### config.mk
export PLATFORM = sky130hd
export DESIGN_NAME = imem_port_arbiter
export DESIGN_NICKNAME = d
export VERILOG_FILES = /design/src/rtl/imem_pkg.sv /design/src/rtl/imem_port_arbiter.sv
export SDC_FILE = /design/constraint.sdc
export NUM_CORES = 1
export LEC_CHECK = 0
export ABC_AREA = 1
export BUFFER_PORTS_ARGS = -buffer_cell sky130_fd_sc_hd__buf_4
export CAP_MARGIN = 25
export CORE_AREA = 5 5 85 87
export CTS_CLUSTER_SIZE = 40
export DETAILED_ROUTE_END_ITERATION = 10
export DIE_AREA = 0 0 90 92
export PLACE_DENSITY = 0.72
export SLEW_MARGIN = 20
export SYNTH_ARGS = -nofsm -noshare
export SYNTH_HDL_FRONTEND = slang
export SYNTH_SLANG_ARGS = --single-unit
### constraint.sdc
create_clock -name clk -period 1.5 [get_ports clk]
set_input_delay 0.3 -clock clk [delete_from_list [all_inputs] [get_ports clk]]
set_output_delay 0.3 -clock clk [all_outputs]
set_load 0.02 [all_outputs]
### src/rtl/imem_pkg.sv
// rtl/imem_pkg.sv - shared types for the instruction memory port arbiter
package imem_pkg;

  typedef enum logic [1:0] {
    ARB_RUN,
    ARB_DRAIN,
    ARB_LOCKED
  } arb_state_t;

  typedef enum logic {
    OWN_FETCH,
    OWN_LOADER
  } arb_owner_t;

endpackage

### src/rtl/imem_port_arbiter.sv
// rtl/imem_port_arbiter.sv - shares one sync instruction memory between fetch and the program loader
module imem_port_arbiter
  import imem_pkg::*;
#(
  parameter int MEM_ADDR_BITS = 10,
  parameter int DATA_WIDTH    = 32
) (
  input  logic                     clk,
  input  logic                     reset,
  input  logic                     fetch_req,
  input  logic [31:0]              fetch_addr,
  output logic                     fetch_gnt,
  output logic                     fetch_rvalid,
  output logic [DATA_WIDTH-1:0]    fetch_rdata,
  output logic                     fetch_err,
  output logic                     stall_f,
  input  logic                     load_req,
  input  logic                     load_we,
  input  logic [MEM_ADDR_BITS-1:0] load_addr,
  input  logic [DATA_WIDTH-1:0]    load_wdata,
  output logic                     load_gnt,
  output logic                     load_rvalid,
  output logic [DATA_WIDTH-1:0]    load_rdata,
  input  logic                     load_lock,
  output logic                     locked,
  output logic                     mem_en,
  output logic                     mem_we,
  output logic [MEM_ADDR_BITS-1:0] mem_addr,
  output logic [DATA_WIDTH-1:0]    mem_wdata,
  input  logic [DATA_WIDTH-1:0]    mem_rdata
);

  arb_state_t state_q, state_d;
  arb_owner_t last_gnt_q, last_gnt_d;
  arb_owner_t owner_q, owner_d;
  logic       rvalid_q, rvalid_d;
  logic       err_q, err_d;
  logic       fetch_cand, load_cand, fetch_inflight;

  // Upper fetch address bits deliberately wrap onto the memory.
  logic unused_fetch_hi;
  assign unused_fetch_hi = ^fetch_addr[31:MEM_ADDR_BITS+2];

  always_ff @(posedge clk or posedge reset) begin
    if (reset) begin
      state_q    <= ARB_RUN;
      last_gnt_q <= OWN_LOADER;
      owner_q    <= OWN_FETCH;
      rvalid_q   <= 1'b0;
      err_q      <= 1'b0;
    end else begin
      state_q    <= state_d;
      last_gnt_q <= last_gnt_d;
      owner_q    <= owner_d;
      rvalid_q   <= rvalid_d;
      err_q      <= err_d;
    end
  end

  always_comb begin
    fetch_gnt  = 1'b0;
    load_gnt   = 1'b0;
    mem_en     = 1'b0;
    mem_we     = 1'b0;
    mem_addr   = '0;
    mem_wdata  = '0;
    state_d    = state_q;
    last_gnt_d = last_gnt_q;
    owner_d    = owner_q;
    rvalid_d   = 1'b0;
    err_d      = 1'b0;

    // Fetch is fenced off the moment load_lock is seen, even before DRAIN.
    fetch_cand     = fetch_req && !reset && (state_q == ARB_RUN) && !load_lock;
    load_cand      = load_req && !reset;
    fetch_inflight = rvalid_q && (owner_q == OWN_FETCH);

    if (fetch_cand && load_cand) begin
      fetch_gnt = (last_gnt_q == OWN_LOADER);
      load_gnt  = (last_gnt_q == OWN_FETCH);
    end else begin
      fetch_gnt = fetch_cand;
      load_gnt  = load_cand;
    end

    if (fetch_gnt) begin
      mem_en     = 1'b1;
      mem_addr   = fetch_addr[MEM_ADDR_BITS+1:2];
      last_gnt_d = OWN_FETCH;
      owner_d    = OWN_FETCH;
      rvalid_d   = 1'b1;
      err_d      = |fetch_addr[1:0];
    end else if (load_gnt) begin
      mem_en     = 1'b1;
      mem_we     = load_we;
      mem_addr   = load_addr;
      mem_wdata  = load_wdata;
      last_gnt_d = OWN_LOADER;
      owner_d    = OWN_LOADER;
      rvalid_d   = !load_we;
    end

    unique case (state_q)
      ARB_RUN:    if (load_lock) state_d = ARB_DRAIN;
      ARB_DRAIN: begin
        if (!load_lock)           state_d = ARB_RUN;
        else if (!fetch_inflight) state_d = ARB_LOCKED;
      end
      ARB_LOCKED: if (!load_lock) state_d = ARB_RUN;
      default:    state_d = ARB_RUN;
    endcase
  end

  assign stall_f      = fetch_req && !fetch_gnt;
  assign fetch_rvalid = fetch_inflight;
  assign fetch_err    = fetch_inflight && err_q;
  assign fetch_rdata  = fetch_inflight ? mem_rdata : '0;
  assign load_rvalid  = rvalid_q && (owner_q == OWN_LOADER);
  assign load_rdata   = load_rvalid ? mem_rdata : '0;
  assign locked       = (state_q == ARB_LOCKED);

endmodule
==> impl_results.html, run 1 <==
<table>
<tr><th>Metric</th><th>Value</th></tr>
<tr><th colspan="2">Status</th></tr>
<tr><td>Result of the run</td><td>complete, but fails checks</td></tr>
<tr><td>Violations in the final reports</td><td>setup timing</td></tr>
<tr><th colspan="2">STA</th></tr>
<tr><td>Relative slew slack</td><td>0.826</td></tr>
<tr><td>Pins over their slew limit</td><td>0</td></tr>
<tr><td>Worst Skew</td><td>~0.0019 ns</td></tr>
<tr><td>Smallest setup slack after layout</td><td>-0.214 ns</td></tr>
<tr><td>Final critical-path share of the clock period</td><td>1.14</td></tr>
<tr><td>Post-route minimum period</td><td>around 1.7 ns</td></tr>
<tr><td>Unrepaired setup endpoints after global routing</td><td>yes</td></tr>
<tr><td>Hold violation total from the final report</td><td>0</td></tr>
<tr><td>Peak Freq</td><td>slightly below 600 MHz</td></tr>
<tr><td>Slew @ Worst Pin</td><td>0.261 ns</td></tr>
<tr><td>Number of failing setup endpoints in the final timing report</td><td>just under 90</td></tr>
<tr><th colspan="2">Floorplanning</th></tr>
<tr><td>Core area</td><td>roughly 6300 um2</td></tr>
<tr><td>I/O pin count</td><td>227</td></tr>
<tr><td>Die ar.</td><td>between 8000 and 9000 um2</td></tr>
<tr><td>DIE HEIGHT</td><td>92 um</td></tr>
<tr><td>Effective utilization at floorplan</td><td>0.188</td></tr>
<tr><td>Die outline width</td><td>approximately 90 um</td></tr>
<tr><td>Total number of placement rows</td><td>29</td></tr>
<tr><th colspan="2">Critical path</th></tr>
<tr><td>Path depth of the worst reg2reg path</td><td>7</td></tr>
<tr><td>Required time at the worst-slack endpoint</td><td>between 1 and 1.5 ns</td></tr>
<tr><td>Worst path arrival time</td><td>1.41 ns</td></tr>
<tr><td>Maximum net fanout on the critical path</td><td>11</td></tr>
<tr><td>Critical Setup Path Class</td><td>register to primary output</td></tr>
<tr><td>Crit end category</td><td>primary output</td></tr>
<tr><td>Crit start category</td><td>register</td></tr>
<tr><th colspan="2">Clock tree</th></tr>
<tr><td>Root buf cell</td><td>clkbuf_8</td></tr>
<tr><td>CTS tree</td><td>done</td></tr>
<tr><td>Max Root-Sink Buffers</td><td>2</td></tr>
<tr><td>Clock buffer count from CTS</td><td>3</td></tr>
<tr><td>Clock transition at the registers of the reported paths</td><td>0.04 ns</td></tr>
<tr><td>Htree depth</td><td>1</td></tr>
<tr><td>Number of hold buffers added after cts</td><td>0</td></tr>
<tr><td>Clock latency at the later pin of the worst-skew pair</td><td>between 0.2 and 0.25 ns</td></tr>
<tr><td>Clock Sink Count</td><td>6</td></tr>
<tr><th colspan="2">Power</th></tr>
<tr><td>Maximum ir drop on the vdd rail</td><td>0.277 mV</td></tr>
<tr><td>Cell leakage power</td><td>around 2.2 nW</td></tr>
<tr><td>Pwr/cell area</td><td>455 nW/um2</td></tr>
<tr><th colspan="2">GRT</th></tr>
<tr><td>M1 GR Usage</td><td>0.160</td></tr>
<tr><td>GRT busiest layer</td><td>met2</td></tr>
<tr><td>Grt ovf</td><td>0</td></tr>
<tr><td>Largest net degree at the start of global routing</td><td>36</td></tr>
<tr><td>First-pass GRT wire length</td><td>between 10 and 15 mm</td></tr>
<tr><td>M3 GR Usage</td><td>0.0663</td></tr>
<tr><td>Combined global-route utilization of all metal layers</td><td>0.149</td></tr>
<tr><td>Number of global-route vias before repair</td><td>between 2000 and 2500</td></tr>
<tr><td>Met2 routing resource usage after global routing</td><td>0.268</td></tr>
<tr><td>Initial antenna violation count</td><td>0</td></tr>
<tr><th colspan="2">Synth</th></tr>
<tr><td>Post-Synthesis Cells</td><td>250</td></tr>
<tr><td>Portion of the post-synthesis area used by sequential elements</td><td>0.129</td></tr>
<tr><td>Number of synthesized register bits</td><td>6</td></tr>
<tr><td>Mean post-synth cell area</td><td>4.71 um2</td></tr>
<tr><td>Cell area after synthesis</td><td>1180 um2</td></tr>
<tr><td>Distinct cell type count after synthesis</td><td>18</td></tr>
<tr><td>Count of yosys warnings during synthesis</td><td>0</td></tr>
<tr><td>Synthesized net count</td><td>362</td></tr>
<tr><th colspan="2">Drt</th></tr>
<tr><td>Number of design-rule violations left by the first detailed-router iteration</td><td>just over 60</td></tr>
<tr><td>Post-DRT Antenna Nets</td><td>0</td></tr>
<tr><td>Drt total wl</td><td>about 8.6 mm</td></tr>
<tr><td>DRC violations left</td><td>0</td></tr>
<tr><td>First drt pass iteration count</td><td>4</td></tr>
<tr><td>Via count</td><td>between 2000 and 2500</td></tr>
<tr><td>Via-to-Cell Ratio</td><td>4.36</td></tr>
<tr><td>Routed wire per std cell</td><td>roughly 16 um</td></tr>
<tr><th colspan="2">Layout</th></tr>
<tr><td>Relative area change from synthesis to final layout</td><td>232%</td></tr>
<tr><td>Seq. cell area</td><td>about 150 um2</td></tr>
<tr><td>Diodes inserted</td><td>0</td></tr>
<tr><td>Final Net Count</td><td>about 590</td></tr>
<tr><td>Number of filler instances in the final layout</td><td>roughly 510</td></tr>
<tr><td>Share of the core filled with cells</td><td>0.622</td></tr>
<tr><td>Area occupied by multi-input gates</td><td>roughly 1100 um2</td></tr>
<tr><td>Final cell area excluding filler cells</td><td>3910 um2</td></tr>
<tr><td>Layout cell share with drive strength beyond 1</td><td>0.669</td></tr>
<tr><th colspan="2">Placement</th></tr>
<tr><td>Routability Congestion</td><td>around 0.80</td></tr>
<tr><td>Estimated wirelength of the detail-placed design</td><td>between 5 and 6 mm</td></tr>
<tr><td>Cell area after placement</td><td>roughly 2900 um2</td></tr>
<tr><td>Count of port buffers added during placement</td><td>slightly above 200</td></tr>
<tr><th colspan="2">Worst hold path</th></tr>
<tr><td>Type of the worst min-delay path</td><td>primary input to async pin</td></tr>
<tr><th colspan="2">Run</th></tr>
<tr><td>Count of maximum capacitance violations</td><td>0</td></tr>
</table>
-- logic make-up (layout without fill, tap and decap cells) --
logic type	count (synthesis)	count (layout)	synth area share
and+or+nand+nor	148	148	0.532
buffers and inverters	93	318	0.324
DFF	6	6	0.129
AOI/OAI and AO/OA	3	3	0.0149
-- layout make-up --
cell class	count	area share
flip-flops and latches	6	0.0391
multi-input cells	151	0.281
well taps	77	0.0247
inverters	79	0.0766
clock buffers	4	0.0115
repair buffers	235	0.567
-- flip-flops by register name, indices dropped and copies added (netlist names) --
signal      count
last_gnt_q      1
err_q           1
state_q         2
owner_q         1
rvalid_q        1
-- layout by cell type, fill, tap and decap left out --
cell type | Yosys | final
buf_4 | 0 | 150
buf_6 | 3 | 75
inv_1 | 78 | 73
nor2_4 | 0 | 45
nor2_1 | 105 | 45
nor2_2 | 2 | 17
nand2_1 | 15 | 12
nand4_1 | 11 | 11
nand3_1 | 11 | 8
clkbuf_16 | 0 | 6
inv_2 | 1 | 5
dfrtp_1 | 5 | 4
nand2_8 | 0 | 3
clkbuf_8 | 0 | 3
o21ai_0 | 2 | 2
nand3_2 | 0 | 2
buf_16 | 0 | 2
buf_12 | 0 | 2
nor3_2 | 1 | 1
nand3_4 | 0 | 1
nand2_2 | 0 | 1
nand4_4 | 0 | 1
or2_4 | 0 | 1
inv_4 | 0 | 1
a211oi_1 | 1 | 1
clkbuf_1 | 3 | 1
dfstp_2 | 1 | 1
dfrtp_2 | 0 | 1
-- where the power goes --
group / switching, mW / total (mW) / leakage, nW / internal, mW
Combinational: 0.676 / 1.31 / 2.11 / 0.630
Clock: 0.0723 / 0.255 / 0.0228 / 0.183
Sequential: 0.0274 / 0.216 / 0.0721 / 0.188
-- Yosys cell counts --
cell,number,area [um2]
nand2_1,15,56.3
inv_2,1,3.75
clkbuf_1,3,11.3
nor2_1,105,394
a211oi_1,1,7.51
nor2_2,2,12.5
buf_6,3,33.8
dfrtp_1,5,125
buf_2,8,40.0
o21ai_0,2,10.0
nor3_2,1,10.0
nand3_1,11,55.1
nand2_4,1,11.3
dfstp_2,1,26.3
nand4_2,1,12.5
nand4_1,11,68.8
inv_1,78,293
or2_2,1,6.26
-- final timing paths --
path,from,end,slack [ns]
setup / recovery,last_gnt_q,mem_addr[3],-0.21
hold / removal,reset,state_q[0],0.03
setup reg to reg,last_gnt_q,err_q,0.14
hold reg to reg,state_q[1],state_q[0],0.58
max in group asynchronous,reset,last_gnt_q,1.21
min in group clk,load_we,rvalid_q,0.29
-- through the flow --
step / hold WS, ns / setup WS [ns] / setup TNS, ns / power [mW] / instances
6_report: 0.0329 / -0.214 / -9.04 / 1.78 / 552
5_1_grt: 0.0523 / -0.276 / -14.58 / 1.87 / 552
4_1_cts: 0.0315 / -0.202 / -8.32 / 1.50 / 542
3_5_place_dp: 0.270 / -0.0512 / -1.19 / 1.14 / 532
3_3_place_gp: 0.270 / -0.0243 / -0.553 / 1.12 / 532
2_1_floorplan: 0.0902 / 0.137 / 0 / 0.640 / 250
-- metal layers --
| layer | share of wire | wire, um |
|---|---|---|
| met2 | 0.54 | 4610 |
| met5 | 0 | 0 |
| met1 | 0.34 | 2950 |
| met4 | 0.019 | 161 |
| met3 | 0.10 | 865 |
-- critical path: stages, from the launching register on --
cell     delay (ns)
dfstp_2        0.56
nand4_4        0.15
buf_6          0.19
nand3_1        0.07
nand2_1        0.06
buf_4          0.15
-- timing repair --
action	4_1_cts	5_1_grt
setup buffers	3	3
gates resized for setup	29	174
endpoints found under the setup margin	50	113
gates cloned	3	7
pin swaps	2	3
Note: power is estimated with default switching activity, not from simulation.
==> run 2, diff against run 1 <==
==> constraint.sdc (replaced) <==
create_clock -name clk -period 1.5 [get_ports clk]
set_input_delay 0.075 -clock clk [delete_from_list [all_inputs] [get_ports clk]]
set_output_delay 0.075 -clock clk [all_outputs]
set_load 0.02 [all_outputs]
==> impl_results.html, run 2 (same netlist as run 1, synthesis figures left out) <==
<table>
<tr><th>Metric</th><th>Value</th></tr>
<tr><th colspan="2">Layout</th></tr>
<tr><td>Most frequent cells in the layout</td><td>buf_4 (203), nor2_1 (105), inv_1 (78)</td></tr>
<tr><td>Most common cell after layout, fill and taps aside</td><td>buf_4</td></tr>
<tr><td>Non-filler cells in the finished layout</td><td>533 (-3.4%)</td></tr>
<tr><td>Relative area change from synthesis to final layout</td><td>149%</td></tr>
<tr><td>Largest register by flop count</td><td>state_q</td></tr>
<tr><td>Final Net Count</td><td>569 (-3.2%)</td></tr>
<tr><td>Number of flip-flops under the largest register name</td><td>2 (unchanged)</td></tr>
<tr><td>Diodes inserted</td><td>0 (unchanged)</td></tr>
<tr><td>Share of the core filled with cells</td><td>0.467 (-0.155)</td></tr>
<tr><td>Layout cell share with drive strength beyond 1</td><td>0.496 (-0.174)</td></tr>
<tr><th colspan="2">Drt</th></tr>
<tr><td>Number of design-rule violations left by the first detailed-router iteration</td><td>60 (-1.6%)</td></tr>
<tr><td>First drt pass iteration count</td><td>4 (unchanged)</td></tr>
<tr><td>Drt total wl</td><td>6.46 mm (-25%)</td></tr>
<tr><td>Via-to-Cell Ratio</td><td>4.10 (-6.0%)</td></tr>
<tr><td>DRC violations left</td><td>0 (unchanged)</td></tr>
<tr><td>Via count</td><td>2186 (-9.2%)</td></tr>
<tr><td>Post-DRT Antenna Nets</td><td>0 (unchanged)</td></tr>
<tr><td>Routed wire per std cell</td><td>12.1 um (-22%)</td></tr>
<tr><th colspan="2">Floorplanning</th></tr>
<tr><td>I/O pin count</td><td>227 (unchanged)</td></tr>
<tr><td>Die outline width</td><td>90 um (unchanged)</td></tr>
<tr><td>Die ar.</td><td>8280 um2 (unchanged)</td></tr>
<tr><td>DIE HEIGHT</td><td>92 um (unchanged)</td></tr>
<tr><td>Core area</td><td>6280 um2 (unchanged)</td></tr>
<tr><td>Total number of placement rows</td><td>29 (unchanged)</td></tr>
<tr><td>Effective utilization at floorplan</td><td>0.188 (unchanged)</td></tr>
<tr><th colspan="2">Critical path</th></tr>
<tr><td>Crit start category</td><td>register</td></tr>
<tr><td>Critical Setup Path Class</td><td>register to primary output</td></tr>
<tr><td>Crit path top cell by count</td><td>nor2_1</td></tr>
<tr><td>Cells along the critical path</td><td>nor2_1 -&gt; inv_1 -&gt; nand3_1 -&gt; inv_2 -&gt; nor2_1 -&gt; buf_4</td></tr>
<tr><td>Crit-path slowest cell</td><td>dfstp_2</td></tr>
<tr><td>Worst path arrival time</td><td>1.43 ns (+0.02 ns)</td></tr>
<tr><td>Largest stage delay, worst path</td><td>0.55 ns (about the same)</td></tr>
<tr><td>Maximum net fanout on the critical path</td><td>4 (-7)</td></tr>
<tr><td>Required time at the worst-slack endpoint</td><td>1.42 ns (+0.22 ns)</td></tr>
<tr><td>Crit end category</td><td>primary output</td></tr>
<tr><th colspan="2">STA</th></tr>
<tr><td>Peak Freq</td><td>663 MHz (+14%)</td></tr>
<tr><td>Post-route worst hold slack</td><td>0.0734 ns (+0.0405 ns)</td></tr>
<tr><td>Slew @ Worst Pin</td><td>0.333 ns (+0.0723 ns)</td></tr>
<tr><td>Unrepaired setup endpoints after global routing</td><td>yes</td></tr>
<tr><td>Hold violation total from the final report</td><td>0 (unchanged)</td></tr>
<tr><td>Smallest setup slack after layout</td><td>-0.00771 ns (+0.206 ns)</td></tr>
<tr><td>Pins over their slew limit</td><td>0 (unchanged)</td></tr>
<tr><td>Number of failing setup endpoints in the final timing report</td><td>1 (-99%)</td></tr>
<tr><td>Relative slew slack</td><td>0.778 (-0.0480)</td></tr>
<tr><td>Worst Skew</td><td>0.00534 ns (+0.00348 ns)</td></tr>
<tr><td>Final critical-path share of the clock period</td><td>1.01 (-0.137)</td></tr>
<tr><td>Post-route minimum period</td><td>1.51 ns (-0.206 ns)</td></tr>
<tr><th colspan="2">Clock tree</th></tr>
<tr><td>Max Root-Sink Buffers</td><td>2 (unchanged)</td></tr>
<tr><td>Clock buffer count from CTS</td><td>3 (unchanged)</td></tr>
<tr><td>Htree depth</td><td>1 (unchanged)</td></tr>
<tr><td>CTS tree</td><td>done</td></tr>
<tr><td>Root buf cell</td><td>clkbuf_8</td></tr>
<tr><td>Clock Sink Count</td><td>6 (unchanged)</td></tr>
<tr><td>Clock transition at the registers of the reported paths</td><td>0.03 ns (about the same)</td></tr>
<tr><td>Clock latency at the later pin of the worst-skew pair</td><td>0.22 ns (about the same)</td></tr>
<tr><th colspan="2">GRT</th></tr>
<tr><td>Combined global-route utilization of all metal layers</td><td>0.135 (-0.0146)</td></tr>
<tr><td>Number of global-route vias before repair</td><td>2035 (-8.5%)</td></tr>
<tr><td>Initial antenna violation count</td><td>0 (unchanged)</td></tr>
<tr><td>Largest net degree at the start of global routing</td><td>37 (+2.8%)</td></tr>
<tr><td>First-pass GRT wire length</td><td>9.42 mm (-9.6%)</td></tr>
<tr><td>Grt ovf</td><td>0 (unchanged)</td></tr>
<tr><th colspan="2">Worst hold path</th></tr>
<tr><td>Type of the worst min-delay path</td><td>primary input to register</td></tr>
<tr><th colspan="2">Placement</th></tr>
<tr><td>Count of port buffers added during placement</td><td>206 (unchanged)</td></tr>
<tr><td>Routability Congestion</td><td>0.800 (+0.11%)</td></tr>
<tr><td>Cells after DPL</td><td>526 (-1.1%)</td></tr>
<tr><td>Estimated wirelength of the detail-placed design</td><td>5.36 mm (-1.1%)</td></tr>
<tr><td>Pre-CTS WS</td><td>0.137 ns (+0.188 ns)</td></tr>
<tr><th colspan="2">Power</th></tr>
<tr><td>Cell leakage power</td><td>1.98 nW (-9.8%)</td></tr>
<tr><td>Pwr/cell area</td><td>479 nW/um2 (+5.2%)</td></tr>
<tr><td>Sum of internal, switching and leakage power</td><td>1.40 mW (-21%)</td></tr>
<tr><td>Maximum ir drop on the vdd rail</td><td>0.246 mV (-11%)</td></tr>
<tr><th colspan="2">Run</th></tr>
<tr><td>Count of maximum capacitance violations</td><td>0 (unchanged)</td></tr>
<tr><th colspan="2">Status</th></tr>
<tr><td>Result of the run</td><td>complete, but fails checks</td></tr>
<tr><td>Violations in the final reports</td><td>setup timing</td></tr>
</table>
[run 2: path summary, 6_finish.rpt]
kind                                 start         end  slack (ns)  cells past startpoint
worst min-delay path               load_we    rvalid_q        0.07                      2
worst min register to register  last_gnt_q  last_gnt_q        0.49                      2
min in group asynchronous            reset       err_q        0.38                      3
worst max-delay path            last_gnt_q     stall_f      -0.008                      6
max in group asynchronous            reset  last_gnt_q        0.85                      3
worst max register to register  last_gnt_q     owner_q        0.33                      5
[run 2: power by group]
group / internal (mW) / switching [mW]
Clock: 0.183 / 0.0700
Combinational: 0.445 / 0.497
Sequential: 0.188 / 0.0224
[run 2: worst max-delay path: cells and delay by family (launching register included)]
family / cells / cell delay [ns]
and+or+nand+nor: 3 / 0.30
buffers and inverters: 3 / 0.36
DFF: 1 / 0.55
[run 2: timing repair]
action,in CTS,in global routing
endpoints found under the setup margin,44,46
hold buffers,1,0
pin swaps,1,2
hold endpoints to repair,5,0
gates resized for setup,4,10
buffers inserted,1,1
[run 2: final cells by class]
class	instances	area, um2
flip-flops and latches	6	151
well taps	77	96.3
inverters	79	297
clock buffers	4	45.0
multi-input cells	151	667
fillers	652	3340
repair buffers	216	1680
[run 2: per-layer routing]
layer / vias up / GRT usage / share of wire / routed length [um]
met5: - / 0 / 0 / 0
met4: 0 / 0.0273 / 0.0074 / 48
met3: 4 / 0.0655 / 0.13 / 830
met2: 142 / 0.241 / 0.49 / 3130
met1: 931 / 0.144 / 0.38 / 2450
li1: 1109 / - / - / -
[run 2: per-stage QoR]
step | TNS, ns | cell area [um2]
2_1_floorplan | 0 | 1180
3_3_place_gp | 0 | 2800
3_5_place_dp | 0 | 2800
4_1_cts | 0 | 2890
5_1_grt | -2.88 | 2930
6_report | -0.00771 | 2930
==> run 3, diff against run 2 <==
SKIP_LAST_GASP = 1   (was not set)
==> impl_results.html, run 3 (same netlist as run 1, synthesis figures left out) <==
<table>
<tr><th>Metric</th><th>Value</th></tr>
<tr><th colspan="2">GRT</th></tr>
<tr><td>Largest net degree at the start of global routing</td><td>37 (unchanged)</td></tr>
<tr><td>First-pass GRT wire length</td><td>9.42 mm (unchanged)</td></tr>
<tr><td>Number of global-route vias before repair</td><td>2035 (unchanged)</td></tr>
<tr><td>Combined global-route utilization of all metal layers</td><td>0.135 (unchanged)</td></tr>
<tr><td>Initial antenna violation count</td><td>0 (unchanged)</td></tr>
<tr><td>Grt ovf</td><td>0 (unchanged)</td></tr>
<tr><th colspan="2">Layout</th></tr>
<tr><td>Relative area change from synthesis to final layout</td><td>146%</td></tr>
<tr><td>Number of filler instances in the final layout</td><td>657 (+0.77%)</td></tr>
<tr><td>Layout cell share with drive strength beyond 1</td><td>0.496 (unchanged)</td></tr>
<tr><td>Final cell area excluding filler cells</td><td>2900 um2 (-1.3%)</td></tr>
<tr><td>Most frequent cells in the layout</td><td>buf_4 (213), nor2_1 (105), inv_1 (78)</td></tr>
<tr><td>Area occupied by multi-input gates</td><td>667 um2 (unchanged)</td></tr>
<tr><td>Seq. cell area</td><td>151 um2 (unchanged)</td></tr>
<tr><td>Number of flip-flops under the largest register name</td><td>2 (unchanged)</td></tr>
<tr><td>Diodes inserted</td><td>0 (unchanged)</td></tr>
<tr><td>Final Net Count</td><td>569 (unchanged)</td></tr>
<tr><td>Largest register by flop count</td><td>state_q</td></tr>
<tr><td>Most common cell after layout, fill and taps aside</td><td>buf_4</td></tr>
<tr><th colspan="2">Critical path</th></tr>
<tr><td>Cells along the critical path</td><td>nor2_4 -&gt; nand4_4 -&gt; buf_6 -&gt; nand3_1 -&gt; nand2_1 -&gt; buf_4</td></tr>
<tr><td>Flop-to-flop setup slack</td><td>0.33 ns (about the same)</td></tr>
<tr><td>Crit-path slowest cell</td><td>dfrtp_1</td></tr>
<tr><td>Required time at the worst-slack endpoint</td><td>1.42 ns (about the same)</td></tr>
<tr><td>Crit end category</td><td>primary output</td></tr>
<tr><td>End of the worst register-to-register path</td><td>owner_q</td></tr>
<tr><td>Critical Setup Path Class</td><td>register to primary output</td></tr>
<tr><td>Worst path arrival time</td><td>1.43 ns (about the same)</td></tr>
<tr><td>Maximum net fanout on the critical path</td><td>11 (+7)</td></tr>
<tr><td>Largest stage delay, worst path</td><td>0.42 ns (-0.13 ns)</td></tr>
<tr><td>Path depth of the worst reg2reg path</td><td>5 (unchanged)</td></tr>
<tr><td>Crit start category</td><td>register</td></tr>
<tr><td>Critical register-to-register path startpoint</td><td>last_gnt_q</td></tr>
<tr><th colspan="2">Floorplanning</th></tr>
<tr><td>Die outline width</td><td>90 um (unchanged)</td></tr>
<tr><td>I/O pin count</td><td>227 (unchanged)</td></tr>
<tr><td>Total number of placement rows</td><td>29 (unchanged)</td></tr>
<tr><td>Die ar.</td><td>8280 um2 (unchanged)</td></tr>
<tr><td>Effective utilization at floorplan</td><td>0.188 (unchanged)</td></tr>
<tr><td>Core area</td><td>6280 um2 (unchanged)</td></tr>
<tr><td>DIE HEIGHT</td><td>92 um (unchanged)</td></tr>
<tr><th colspan="2">Power</th></tr>
<tr><td>Part of the total power dissipated in the clock network</td><td>0.182 (+0.002)</td></tr>
<tr><td>Net load switching power</td><td>0.584 mW (-0.95%)</td></tr>
<tr><td>Gate power share</td><td>0.666 (-0.004)</td></tr>
<tr><td>Cell leakage power</td><td>1.97 nW (-0.46%)</td></tr>
<tr><td>Maximum ir drop on the vdd rail</td><td>0.245 mV (-0.30%)</td></tr>
<tr><td>Cell internal pwr</td><td>0.801 mW (-1.7%)</td></tr>
<tr><td>Pwr/cell area</td><td>478 nW/um2 (-0.12%)</td></tr>
<tr><td>Share of total power consumed by net switching</td><td>0.421 (+0.00188)</td></tr>
<tr><td>Portion of total power attributed to sequential cells</td><td>0.152 (+0.002)</td></tr>
<tr><th colspan="2">Clock tree</th></tr>
<tr><td>Clock buffer count from CTS</td><td>3 (unchanged)</td></tr>
<tr><td>Clock latency at the later pin of the worst-skew pair</td><td>0.22 ns (about the same)</td></tr>
<tr><td>Clock Sink Count</td><td>6 (unchanged)</td></tr>
<tr><td>Root buf cell</td><td>clkbuf_8</td></tr>
<tr><td>Htree depth</td><td>1 (unchanged)</td></tr>
<tr><td>CTS tree</td><td>done</td></tr>
<tr><td>Clock transition at the registers of the reported paths</td><td>0.04 ns (about the same)</td></tr>
<tr><td>Max Root-Sink Buffers</td><td>2 (unchanged)</td></tr>
<tr><th colspan="2">STA</th></tr>
<tr><td>Post-route worst hold slack</td><td>0.0734 ns (-0.00000850 ns)</td></tr>
<tr><td>Hold violation total from the final report</td><td>0 (unchanged)</td></tr>
<tr><td>Pins over their slew limit</td><td>0 (unchanged)</td></tr>
<tr><td>Relative slew slack</td><td>0.778 (about the same)</td></tr>
<tr><td>Slew @ Worst Pin</td><td>0.333 ns (-0.0000919 ns)</td></tr>
<tr><td>Post-route minimum period</td><td>1.50 ns (-0.00509 ns)</td></tr>
<tr><td>Unrepaired setup endpoints after global routing</td><td>yes</td></tr>
<tr><td>Final critical-path share of the clock period</td><td>1.00 (-0.00339)</td></tr>
<tr><td>Number of failing setup endpoints in the final timing report</td><td>3 (+2)</td></tr>
<tr><td>Worst Skew</td><td>0.00534 ns (+0.00000844 ns)</td></tr>
<tr><td>Peak Freq</td><td>666 MHz (+0.34%)</td></tr>
<tr><td>Smallest setup slack after layout</td><td>-0.00262 ns (+0.00509 ns)</td></tr>
<tr><th colspan="2">Placement</th></tr>
<tr><td>Count of port buffers added during placement</td><td>206 (unchanged)</td></tr>
<tr><td>Routability Congestion</td><td>0.800 (unchanged)</td></tr>
<tr><td>Estimated wirelength of the detail-placed design</td><td>5.36 mm (unchanged)</td></tr>
<tr><td>Pre-CTS WS</td><td>0.137 ns (unchanged)</td></tr>
<tr><td>Cell area after placement</td><td>2800 um2 (unchanged)</td></tr>
<tr><th colspan="2">Drt</th></tr>
<tr><td>DRC violations left</td><td>0 (unchanged)</td></tr>
<tr><td>Routed wire per std cell</td><td>12.0 um (-0.85%)</td></tr>
<tr><td>Number of design-rule violations left by the first detailed-router iteration</td><td>47 (-22%)</td></tr>
<tr><td>Drt total wl</td><td>6.40 mm (-0.85%)</td></tr>
<tr><td>Via-to-Cell Ratio</td><td>4.07 (-0.82%)</td></tr>
<tr><td>Post-DRT Antenna Nets</td><td>0 (unchanged)</td></tr>
<tr><td>Via count</td><td>2168 (-0.82%)</td></tr>
<tr><td>First drt pass iteration count</td><td>4 (unchanged)</td></tr>
<tr><th colspan="2">Worst hold path</th></tr>
<tr><td>Hold Startpoint</td><td>load_we</td></tr>
<tr><td>Type of the worst min-delay path</td><td>primary input to register</td></tr>
<tr><td>Worst Hold Path EP</td><td>rvalid_q</td></tr>
<tr><td>Worst hold path cell count</td><td>2 (unchanged)</td></tr>
<tr><th colspan="2">Status</th></tr>
<tr><td>Violations in the final reports</td><td>setup timing</td></tr>
<tr><td>Result of the run</td><td>complete, but fails checks</td></tr>
<tr><th colspan="2">Run</th></tr>
<tr><td>Count of maximum capacitance violations</td><td>0 (unchanged)</td></tr>
</table>
-- run 3: cell count changes in the layout (fill, tap and decap cells not counted) --
| cell | previous run | this run |
|---|---|---|
| buf_6 | 11 | 1 |
| buf_4 | 203 | 213 |
-- run 3: power by group through the flow --
stage,combinational [mW],clock [mW],sequential [mW]
4_1_cts,0.920,0.263,0.209
3_3_place_gp,0.883,0,0.207
2_1_floorplan,0.437,0,0.203
5_1_grt,0.997,0.274,0.213
3_5_place_dp,0.896,0,0.208
6_report,0.922,0.253,0.210
-- run 3: worst max-delay path by stage --
stage               start           end  slack (ns)
6_report       state_q[1]   mem_addr[8]      -0.003
5_1_grt        state_q[1]   mem_addr[1]       -0.09
4_1_cts        last_gnt_q       stall_f       0.002
3_5_place_dp   state_q[1]  mem_wdata[3]        0.14
3_3_place_gp   state_q[1]  mem_wdata[7]        0.17
2_1_floorplan  state_q[1]   mem_addr[0]        0.36
-- run 3: timing repair --
action,CTS,global route
pin swaps,1,2
resized for setup,4,0
buffers inserted,1,1
setup endpoints to repair,44,46
hold buffers,1,0
endpoints found under the hold margin,5,0
-- run 3: area by class of cell --
class / count / area share
repair buffers: 216 / 0.566
multi-input cells: 151 / 0.230
inverters: 79 / 0.102
flip-flops and latches: 6 / 0.0523
well taps: 77 / 0.0333
clock buffers: 4 / 0.0156
-- run 3: per-layer routing --
metal / vias up / routed length, um / track usage
met3: 6 / 844 / 0.0655
met5: - / 0 / 0
met1: 908 / 2410 / 0.144
met2: 146 / 3090 / 0.241
met4: 0 / 55 / 0.0273
li1: 1108 / - / -
-- run 3: critical path: cells and delay by family, from the launching register on --
| kind | cells | cell delay, ns |
|---|---|---|
| flops | 1 | 0.42 |
| buf+inv | 2 | 0.33 |
| simple gates | 4 | 0.45 |
-- run 3: per-stage QoR --
stage	TNS [ns]	total power, mW	util	std cells
2_1_floorplan	0	0.640	-	250
3_3_place_gp	0	1.09	0.446	526
3_5_place_dp	0	1.10	0.446	526
4_1_cts	0	1.39	0.460	532
5_1_grt	-2.94	1.48	0.461	533
6_report	-0.00525	1.39	0.461	533
